**config.mk**
```make
export PLATFORM = sky130hd
export DESIGN_NAME = sample_player_flat
export DESIGN_NICKNAME = d
export VERILOG_FILES = /design/src/rtl/sample_player_pkg.sv /design/src/rtl/sample_player_if.sv /design/src/rtl/pdm_modulator.sv /design/src/rtl/sample_player.sv /design/src/flat_wrapper.sv
export SDC_FILE = /design/constraint.sdc
export NUM_CORES = 1
export LEC_CHECK = 0
export ABC_AREA = 1
export BUFFER_PORTS_ARGS = -buffer_cell sky130_fd_sc_hd__buf_2
export CORE_ASPECT_RATIO = 1.75
export CORE_UTILIZATION = 30
export DETAILED_ROUTE_END_ITERATION = 7
export GPL_ROUTABILITY_DRIVEN = 1
export PLACE_DENSITY_LB_ADDON = 0.2
export SYNTH_ARGS = -nofsm -noshare
export SYNTH_HDL_FRONTEND = slang
export SYNTH_SLANG_ARGS = --single-unit
export TNS_END_PERCENT = 5
```
**constraint.sdc**
```tcl
create_clock -name clk -period 8.95 [get_ports clk]
set_input_delay 0 -clock clk [delete_from_list [all_inputs] [get_ports clk]]
set_output_delay 0 -clock clk [all_outputs]
set_load 0.05 [all_outputs]
```
**src/rtl/sample_player_pkg.sv**
```systemverilog
// Shared types and default widths for the sample player and its bus interface.
package sample_player_pkg;

  typedef enum logic [1:0] {
    IDLE,
    REQ,
    LATCH,
    HOLD
  } state_t;

  localparam int unsigned DEF_ADDR_W = 7;
  localparam int unsigned DEF_DATA_W = 8;
  localparam int unsigned DEF_GAIN_W = 4;
  localparam int unsigned DEF_DIV_W  = 8;
  localparam int unsigned DEF_PDM_W  = 16;

endpackage

```
**src/rtl/sample_player_if.sv**
```systemverilog
// Control, config, ROM and status signals between the tile wrapper (master) and the player (slave).
interface sample_player_if
  import sample_player_pkg::*;
#(
  parameter int unsigned ADDR_W = DEF_ADDR_W,
  parameter int unsigned DATA_W = DEF_DATA_W,
  parameter int unsigned GAIN_W = DEF_GAIN_W,
  parameter int unsigned DIV_W  = DEF_DIV_W
) ();

  logic                       start;
  logic                       stop;
  logic [ADDR_W-1:0]          cfg_start;
  logic [ADDR_W-1:0]          cfg_end;
  logic [DIV_W-1:0]           cfg_div;
  logic                       cfg_loop;
  logic [GAIN_W-1:0]          cfg_gain;
  logic [ADDR_W-1:0]          rom_addr;
  logic [DATA_W-1:0]          rom_data;
  logic                       busy;
  logic                       done;
  logic [DATA_W+GAIN_W-1:0]   sample_out;
  logic                       sample_valid;

  modport master (
    output start, stop, cfg_start, cfg_end, cfg_div, cfg_loop, cfg_gain, rom_data,
    input  rom_addr, busy, done, sample_out, sample_valid
  );

  modport slave (
    input  start, stop, cfg_start, cfg_end, cfg_div, cfg_loop, cfg_gain, rom_data,
    output rom_addr, busy, done, sample_out, sample_valid
  );

endinterface

```
**src/rtl/pdm_modulator.sv**
```systemverilog
// First-order sigma-delta modulator: the carry out of a running sum is the PDM bit.
module pdm_modulator #(
  parameter int unsigned PDM_W = 16
) (
  input  logic             clk,
  input  logic             rst_n,
  input  logic [PDM_W-1:0] pdm_in,
  output logic             pdm_out
);

  logic [PDM_W:0] acc;

  always_ff @(posedge clk or negedge rst_n) begin
    if (!rst_n) begin
      acc <= '0;
    end else begin
      acc <= {1'b0, acc[PDM_W-1:0]} + {1'b0, pdm_in};
    end
  end

  assign pdm_out = acc[PDM_W];

endmodule

```
**src/rtl/sample_player.sv**
```systemverilog
// Plays a ROM address range at a programmable period with gain, feeding a PDM modulator.
module sample_player
  import sample_player_pkg::*;
#(
  parameter int unsigned ADDR_W = DEF_ADDR_W,
  parameter int unsigned DATA_W = DEF_DATA_W,
  parameter int unsigned GAIN_W = DEF_GAIN_W,
  parameter int unsigned DIV_W  = DEF_DIV_W,
  parameter int unsigned PDM_W  = DEF_PDM_W
) (
  input  logic             clk,
  input  logic             rst_n,
  sample_player_if.slave   bus,
  output logic             pdm_out
);

  localparam int unsigned SAMP_W = DATA_W + GAIN_W;

  state_t              state;
  logic [ADDR_W-1:0]   rom_addr_q;
  logic [ADDR_W-1:0]   start_r;
  logic [ADDR_W-1:0]   end_r;
  logic [DIV_W-1:0]    div_r;
  logic                loop_r;
  logic [GAIN_W-1:0]   gain_r;
  logic [DIV_W-1:0]    hold_cnt;
  logic                busy_q;
  logic                done_q;
  logic [SAMP_W-1:0]   sample_q;
  logic                valid_q;
  logic [SAMP_W-1:0]   product;

  assign product = SAMP_W'(bus.rom_data) * SAMP_W'(gain_r);

  always_ff @(posedge clk or negedge rst_n) begin
    if (!rst_n) begin
      state      <= IDLE;
      rom_addr_q <= '0;
      start_r    <= '0;
      end_r      <= '0;
      div_r      <= '0;
      loop_r     <= 1'b0;
      gain_r     <= '0;
      hold_cnt   <= '0;
      busy_q     <= 1'b0;
      done_q     <= 1'b0;
      sample_q   <= '0;
      valid_q    <= 1'b0;
    end else begin
      valid_q <= 1'b0;
      done_q  <= 1'b0;
      // stop overrides everything, including a coincident start
      if (bus.stop) begin
        state    <= IDLE;
        busy_q   <= 1'b0;
        sample_q <= '0;
      end else begin
        case (state)
          IDLE: begin
            if (bus.start) begin
              start_r    <= bus.cfg_start;
              end_r      <= bus.cfg_end;
              div_r      <= bus.cfg_div;
              loop_r     <= bus.cfg_loop;
              gain_r     <= bus.cfg_gain;
              rom_addr_q <= bus.cfg_start;
              busy_q     <= 1'b1;
              state      <= REQ;
            end
          end
          REQ: state <= LATCH;
          LATCH: begin
            sample_q <= product;
            valid_q  <= 1'b1;
            hold_cnt <= div_r;
            state    <= HOLD;
          end
          HOLD: begin
            if (hold_cnt == '0) begin
              if (rom_addr_q != end_r) begin
                rom_addr_q <= rom_addr_q + ADDR_W'(1);
                state      <= REQ;
              end else if (loop_r) begin
                rom_addr_q <= start_r;
                state      <= REQ;
              end else begin
                done_q <= 1'b1;
                busy_q <= 1'b0;
                state  <= IDLE;
              end
            end else begin
              hold_cnt <= hold_cnt - DIV_W'(1);
            end
          end
          default: state <= IDLE;
        endcase
      end
    end
  end

  assign bus.rom_addr     = rom_addr_q;
  assign bus.busy         = busy_q;
  assign bus.done         = done_q;
  assign bus.sample_out   = sample_q;
  assign bus.sample_valid = valid_q;

  pdm_modulator #(
    .PDM_W (PDM_W)
  ) u_pdm (
    .clk     (clk),
    .rst_n   (rst_n),
    .pdm_in  (PDM_W'(sample_q)),
    .pdm_out (pdm_out)
  );

endmodule
```
**src/flat_wrapper.sv**
```systemverilog
// flat-port wrapper written by rule: the top's interface ports become plain ports
module sample_player_flat import sample_player_pkg::*;
#(
  parameter int unsigned ADDR_W = DEF_ADDR_W,
  parameter int unsigned DATA_W = DEF_DATA_W,
  parameter int unsigned GAIN_W = DEF_GAIN_W,
  parameter int unsigned DIV_W  = DEF_DIV_W,
  parameter int unsigned PDM_W  = DEF_PDM_W
)
  (clk, rst_n, pdm_out, bus_start, bus_stop, bus_cfg_start, bus_cfg_end, bus_cfg_div, bus_cfg_loop, bus_cfg_gain, bus_rom_data, bus_rom_addr, bus_busy, bus_done, bus_sample_out, bus_sample_valid);
  sample_player_if #(.ADDR_W(ADDR_W), .DATA_W(DATA_W), .GAIN_W(GAIN_W), .DIV_W(DIV_W)) bus_i ();
  input  logic clk;
  input  logic rst_n;
  output logic pdm_out;
  input wire logic [$bits(bus_i.start)-1:0] bus_start;
  input wire logic [$bits(bus_i.stop)-1:0] bus_stop;
  input wire logic [$bits(bus_i.cfg_start)-1:0] bus_cfg_start;
  input wire logic [$bits(bus_i.cfg_end)-1:0] bus_cfg_end;
  input wire logic [$bits(bus_i.cfg_div)-1:0] bus_cfg_div;
  input wire logic [$bits(bus_i.cfg_loop)-1:0] bus_cfg_loop;
  input wire logic [$bits(bus_i.cfg_gain)-1:0] bus_cfg_gain;
  input wire logic [$bits(bus_i.rom_data)-1:0] bus_rom_data;
  output wire logic [$bits(bus_i.rom_addr)-1:0] bus_rom_addr;
  output wire logic [$bits(bus_i.busy)-1:0] bus_busy;
  output wire logic [$bits(bus_i.done)-1:0] bus_done;
  output wire logic [$bits(bus_i.sample_out)-1:0] bus_sample_out;
  output wire logic [$bits(bus_i.sample_valid)-1:0] bus_sample_valid;
  assign bus_i.start = bus_start;
  assign bus_i.stop = bus_stop;
  assign bus_i.cfg_start = bus_cfg_start;
  assign bus_i.cfg_end = bus_cfg_end;
  assign bus_i.cfg_div = bus_cfg_div;
  assign bus_i.cfg_loop = bus_cfg_loop;
  assign bus_i.cfg_gain = bus_cfg_gain;
  assign bus_i.rom_data = bus_rom_data;
  assign bus_rom_addr = bus_i.rom_addr;
  assign bus_busy = bus_i.busy;
  assign bus_done = bus_i.done;
  assign bus_sample_out = bus_i.sample_out;
  assign bus_sample_valid = bus_i.sample_valid;
  sample_player #(.ADDR_W(ADDR_W), .DATA_W(DATA_W), .GAIN_W(GAIN_W), .DIV_W(DIV_W), .PDM_W(PDM_W)) u_core (.clk(clk), .rst_n(rst_n), .bus(bus_i), .pdm_out(pdm_out));
endmodule
```
* Word-level counts from Yosys, hierarchy flattened
Index checks and enable logic that the tools add are counted.
** Word-level totals
- Flip-flop bits (word level) :: 76
- Bits in latches :: 0
- Bits in writable memories :: 0
- Memory bits (read-only) :: 0
- Output and inout port bits :: 23
- Logic and storage cells :: 69
- Memories :: 0
** Cells by class
- $add $sub $neg :: 3
- Multiply operators :: 1
- Divide/modulo/power cells :: 0
- $lt $le $gt $ge :: 0
- Equal/unequal tests :: 12
- Shifts and indexed selects :: 0
- Mux-type cells :: 28
- Bitwise gates (word level) :: 1
- Reduce and logical (&&, ||, !) cells :: 11
** Operators by type and width (number)
- 7-bit two-way mux :: 4
- 12-bit two-way mux :: 2
- 16-bit by 12-bit adder with 17-bit output :: 1
- 8-bit case mux with 2 select lines :: 1
- 7-bit case mux with 2 select lines :: 1
- 1-bit two-way mux :: 13
- 8-bit by 4-bit multiplier with 12-bit output :: 1
- 5-bit AND reduction :: 2
- 3-bit != test (second input constant) :: 3
- 8-bit zero test :: 1
- 2-bit two-way mux :: 4
- 8-bit two-way mux :: 1
- 2-bit case mux with 4 select lines :: 1
- 8-bit by 1-bit subtractor with 8-bit output (second input constant) :: 1
- 7-bit by 1-bit adder with 7-bit output (second input constant) :: 1
- 7-bit != test :: 1
- 3-bit AND reduction :: 2
- 2-bit nonzero test :: 3
- 2-bit == test (second input constant) :: 2
- 2-bit != test (second input constant) :: 2
- 3-bit by 1-bit != test with 1-bit output (second input constant) :: 1
- 3-bit by 2-bit != test with 1-bit output (second input constant) :: 1
- 3-bit nonzero test :: 1
- 2-bit by 1-bit == test with 1-bit output (second input constant) :: 1
- other kinds (5) :: 5

* Logic depth before layout (Yosys ltp)
- Word-level depth :: 5
- Depth in mapped cells :: 15
- Gate-level depth less buffers :: 14

* Cells and area by module
From an unflattened synthesis, not the netlist that was laid out.
** Unflattened totals
- Cell total of the unflattened synthesis :: 720
- Area total of the unflattened synthesis :: 5418.9 µm²
** By module, submodules not included
- sample_player :: times used 1, cells each 519, area an instance 4020.1 µm², sequential area each 1476.4 µm²
- pdm_modulator :: times used 1, cells each 201, area an instance 1398.8 µm², sequential area each 425.4 µm²

* Worst setup path before layout
OpenSTA, ideal clock, no wires.
- Kind :: register -> register
- Start point :: register u_core.gain_r[3]
- End point :: register u_core.sample_q[8] (netlist: u_core.bus.sample_out[8])
- Arrival time :: 2.884 ns
- Path slack :: 5.948 ns
- Cell stages (with the launch flop) :: 14
- Path buffers :: 1
- Clock period less this slack :: 3.002 ns
- Path through :: dfrtp_1 > clkbuf_1 > nand2_1 > fa_1 > inv_1 > fa_1 > fa_1 > nand3_1 > nand2_1 > nand3_1 > nand3_1 > or2_2 > nand3_1 > nand2_1
** Between the ends
- Cells in the longest elaborated chain, start to end :: 3
** Ends and longest elaborated chain
- start, declared :: RTL line sample_player.sv:25 : logic [GAIN_W-1:0] gain_r;
- start signal, assigned :: RTL line sample_player.sv:65 : gain_r <= bus.cfg_gain;
- 8-bit by 4-bit multiplier with 12-bit output :: RTL line sample_player.sv:33 : assign product = SAMP_W'(bus.rom_data) * SAMP_W'(gain_r);
- 12-bit two-way mux :: RTL line sample_player.sv:58 : case (state)
- 12-bit two-way mux :: RTL line sample_player.sv:53 : if (bus.stop) begin
- end signal, assigned :: RTL line sample_player.sv:73 : sample_q <= product;
- end, declared :: RTL line sample_player.sv:29 : logic [SAMP_W-1:0] sample_q;
No other way between the ends. The select of a mux whose other input is x is not followed.
A chain may end at the register's enable or synchronous reset.

* Worst setup path in the final report
Ends and elaborated chain as after synthesis.

==> results.md <==
- Outcome: complete, no violations
- Pwr/cell area: approximately 340 nW/um2
- Peak fanout along the critical path: 9
- Setup slack on the worst flop-to-flop path: roughly 5.9 ns
- Number of sinks driven by the clock tree: 76
- Beginning of the worst register-to-register path: u_core.gain_r[3]$_DFFE_PN0P_
- Final Hold Violating Endpoints: 0
- Placement-stage cell area: between 5000 and 6000 um2
- Critical path class: reg -> reg
- Sum of internal, switching and leakage power: approximately 2.2 mW
- Kind of path behind the tightest hold check: in -> reg
- Commonest register cell after synthesis: dfrtp_1
- Number of warnings issued by yosys: 0
- Antenna violations before repair: 0
- Wirelength, routed: 12000 um
- # DRC: 0
- GP Congestion: between 0.7 and 0.8
- Type of element launching the critical path: register
- Largest net degree at the start of global routing: 77
- Total die area: roughly 18000 um2
- Headroom to the max-slew limit: 0.3157
- Clock latency on the worst-skew pair: approximately 0.33 ns
- Max Freq: 0.3231 GHz
- Ratio of cells with drive above 1 in the final layout: 0.1495
- Number of buffers on the longest clock path: 2
- Port-buffer cells: 61
- # setup viols final: 0
- Critical Path Sink: u_core.bus.sample_out[8]$_DFFE_PN0P_
- Average routed wire per standard cell: about 12 um
- Average instance area after synthesis: ~7.7 um2
- Resized cells post-CTS: 0
- Distinct cell type count of the synthesized netlist: 43
- Endpoint class of the critical path: register
- Antenna cells: 0
- CTS tree: built
- Antenna-violating nets left: 0
- Post-Route Skew: around 0.0066 ns
- Share of the synthesized area in the top cell type: 0.3705
- Sum of negative setup slack: 0 ns
- Peak supply drop: ~0.00015 V
- R2R cell count: 12
- Total iterations of the first detailed-routing run: 4
- Die Y: ~180 um
- Vias after detailed routing: 4410
- # fillers: between 1500 and 2000
- Synth Instances: around 660
- Floorplan die width: around 100 um
- Standby leakage power: approximately 3.5 nW
- Arr. time, crit path: 3.31 ns
- Sequential-to-total area share from yosys stat: 0.3705
- Setup repair after global routing missed its margin: no
- Post-layout util: 0.3797
- Number of standard-cell rows in the floorplan: 62
- Critical Path Start: u_core.gain_r[3]$_DFFE_PN0P_
- Initial core utilization: 0.3092
- Cell at the root of the clock tree: clkbuf_16
- Post-Synthesis Net Count: between 700 and 800
- Nets: about 840
- Area Overhead vs Synth: 22.79%
- Congestion Overflow GR: 0
- Time the final worst path needs with I/O delays and setup: 3.095 ns
- Clock slew at reported path FFs: around 0.06 ns
- Detailed-placement wirelength estimate: 9274 um
- Wire length of the first global-routing pass: 20490 um
- Final clock period utilization by the worst path: 0.3458
- Number of H-tree branching levels: 3
- Final non-filler cell area: roughly 6300 um2
- Max Slew Vio Count: 0
- Mapped cell area: just over 5000 um2
- Max cap viols: 0
- Worst endpoint required time: ~9.2 ns
- Worst reg2reg path endpoint: u_core.bus.sample_out[8]$_DFFE_PN0P_
- Flops & latches, synth: 76
- Count of pins on the block boundary: a little over 60
- Top area cells in the synthesized netlist: dfrtp_1, nand2_1, ha_1
- Worst Tran Pin Value: slightly above 1 ns
- Core Region: 16600 um2
- DR iter-0 viols: ~140
- Final hold slack: slightly above 0.04 ns
- Cell accounting for the most synthesized area: dfrtp_1
- Number of post-CTS setup repair buffers: 0
- Via count of the first global-routing pass: around 4500
- Mean number of vias per cell: 4.500
- Overall fraction of global-route tracks in use: 0.1478
- Post-synth EDFFs: 0
- Number of buffers inserted during clock tree synthesis: 9
- FFs w/ async S/R, synth: 1.000
-- layout make-up --
cell class	instances	area (um2)	area share
clock inverter	4	95.09	0.01509
timing repair buffer	92	613.1	0.09726
inverter	106	400.4	0.06352
tap	224	280.3	0.04446
multi-input combinational	466	2756	0.4373
clock buffer	12	256.5	0.04069
sequential	76	1902	0.3017
-- worst min-delay path by stage --
stage | start | endpoint | slack [ns] | depth (start not counted)
floorplan | rst_n | u_core.bus.busy$_DFFE_PN0P_ | -0.30 | 0
global placement | bus_cfg_div[6] | u_core.div_r[6]$_DFFE_PN0P_ | 0.21 | 2
detailed placement | bus_cfg_div[6] | u_core.div_r[6]$_DFFE_PN0P_ | 0.22 | 2
CTS | bus_stop | u_core.bus.busy$_DFFE_PN0P_ | 0.03 | 4
global route | bus_stop | u_core.bus.busy$_DFFE_PN0P_ | 0.07 | 4
finish | bus_stop | u_core.bus.busy$_DFFE_PN0P_ | 0.04 | 4
-- repair_timing --
| action | 4_1_cts | 5_1_grt |
|---|---|---|
| endpoints found under the setup margin | 0 | 0 |
| endpoints found under the hold margin | 111 | 0 |
| hold buffers | 29 | 0 |
-- Yosys cell counts (all sizes together) (9+ instances only) --
library cell  instances
nand2               202
nor2                 51
nand3                41
inv                 105
o21ai                30
ha                   35
fa                   13
a21oi                37
mux2                 10
buf                   9
xor2                 13
dfrtp                76
-- power by group --
| group | leakage [nW] | switching, mW | internal (mW) |
|---|---|---|---|
| registers | 0.931 | 0.124 | 0.494 |
| clock network | 0.173 | 0.140 | 0.287 |
| logic | 2.37 | 0.721 | 0.392 |
-- per-layer routing --
metal | GRT usage | wire length, um | vias to the layer above | share of wire
met1 | 0.1468 | 4657 | 2057 | 0.39
met2 | 0.2914 | 6740 | 69 | 0.56
met4 | 0.06099 | 267 | 0 | 0.022
li1 | - | - | 2268 | -
met5 | 0 | 0 | - | 0
met3 | 0.02560 | 329 | 16 | 0.027
-- registers in the layout, summed over array words and instances, names as in the netlist --
register	cells
u_core.bus.busy	1
u_core.bus.rom_addr	7
u_core.bus.sample_out	12
u_core.div_r	8
u_core.loop_r	1
u_core.start_r	7
u_core.gain_r	4
u_core.hold_cnt	8
u_core.bus.done	1
u_core.end_r	7
u_core.bus.sample_valid	1
u_core.state	2
u_core.u_pdm.acc	17
-- cell usage in the layout, fill, tap and decap left out, types with 2 or more instances in the layout --
master / count
a21o_1: 4
a21oi_1: 37
a22o_1: 2
a31oi_1: 2
buf_2: 60
buf_4: 3
bufinv_16: 3
clkbuf_16: 9
clkbuf_8: 2
dfrtp_1: 76
dlygate4sd3_1: 29
fa_1: 13
ha_1: 35
inv_1: 92
inv_2: 12
mux2_1: 5
mux2_2: 5
nand2_1: 197
nand2_2: 3
nand2_4: 2
nand3_1: 35
nand3_2: 5
nand4_1: 4
nor2_1: 48
nor3_1: 3
nor4_1: 2
o211ai_1: 6
o21ai_0: 18
o21ai_1: 10
o21ai_2: 2
xnor2_1: 5
xor2_1: 13
-- logic make-up after synthesis --
kind of cell    Yosys count  synth area share
fa+ha+maj                48            0.1360
xor+xnor                 18           0.03071
mux                      10           0.02193
simple gates            305            0.2547
compound gates           85           0.09359
buf+inv                 121           0.09261
flops                    76            0.3705
-- worst max-delay path, stage by stage, from the launching register on --
cell and delay (ns):
dfrtp_1 0.49, nand2_1 0.12, fa_1 0.55, inv_1 0.05, fa_1 0.52, fa_1 0.48
nand3_1 0.10, nand2_1 0.08, nand3_1 0.11, nand3_1 0.09, or2_2 0.28, nand3_1 0.07
nand2_1 0.05
-- stage by stage --
step,worst slack (ns),instances
3_5_place_dp,5.846,935
6_report,5.855,980
5_1_grt,5.622,980
3_3_place_gp,5.909,935
4_1_cts,5.830,980
2_1_floorplan,5.948,663
(Power assumes the default switching activity.)
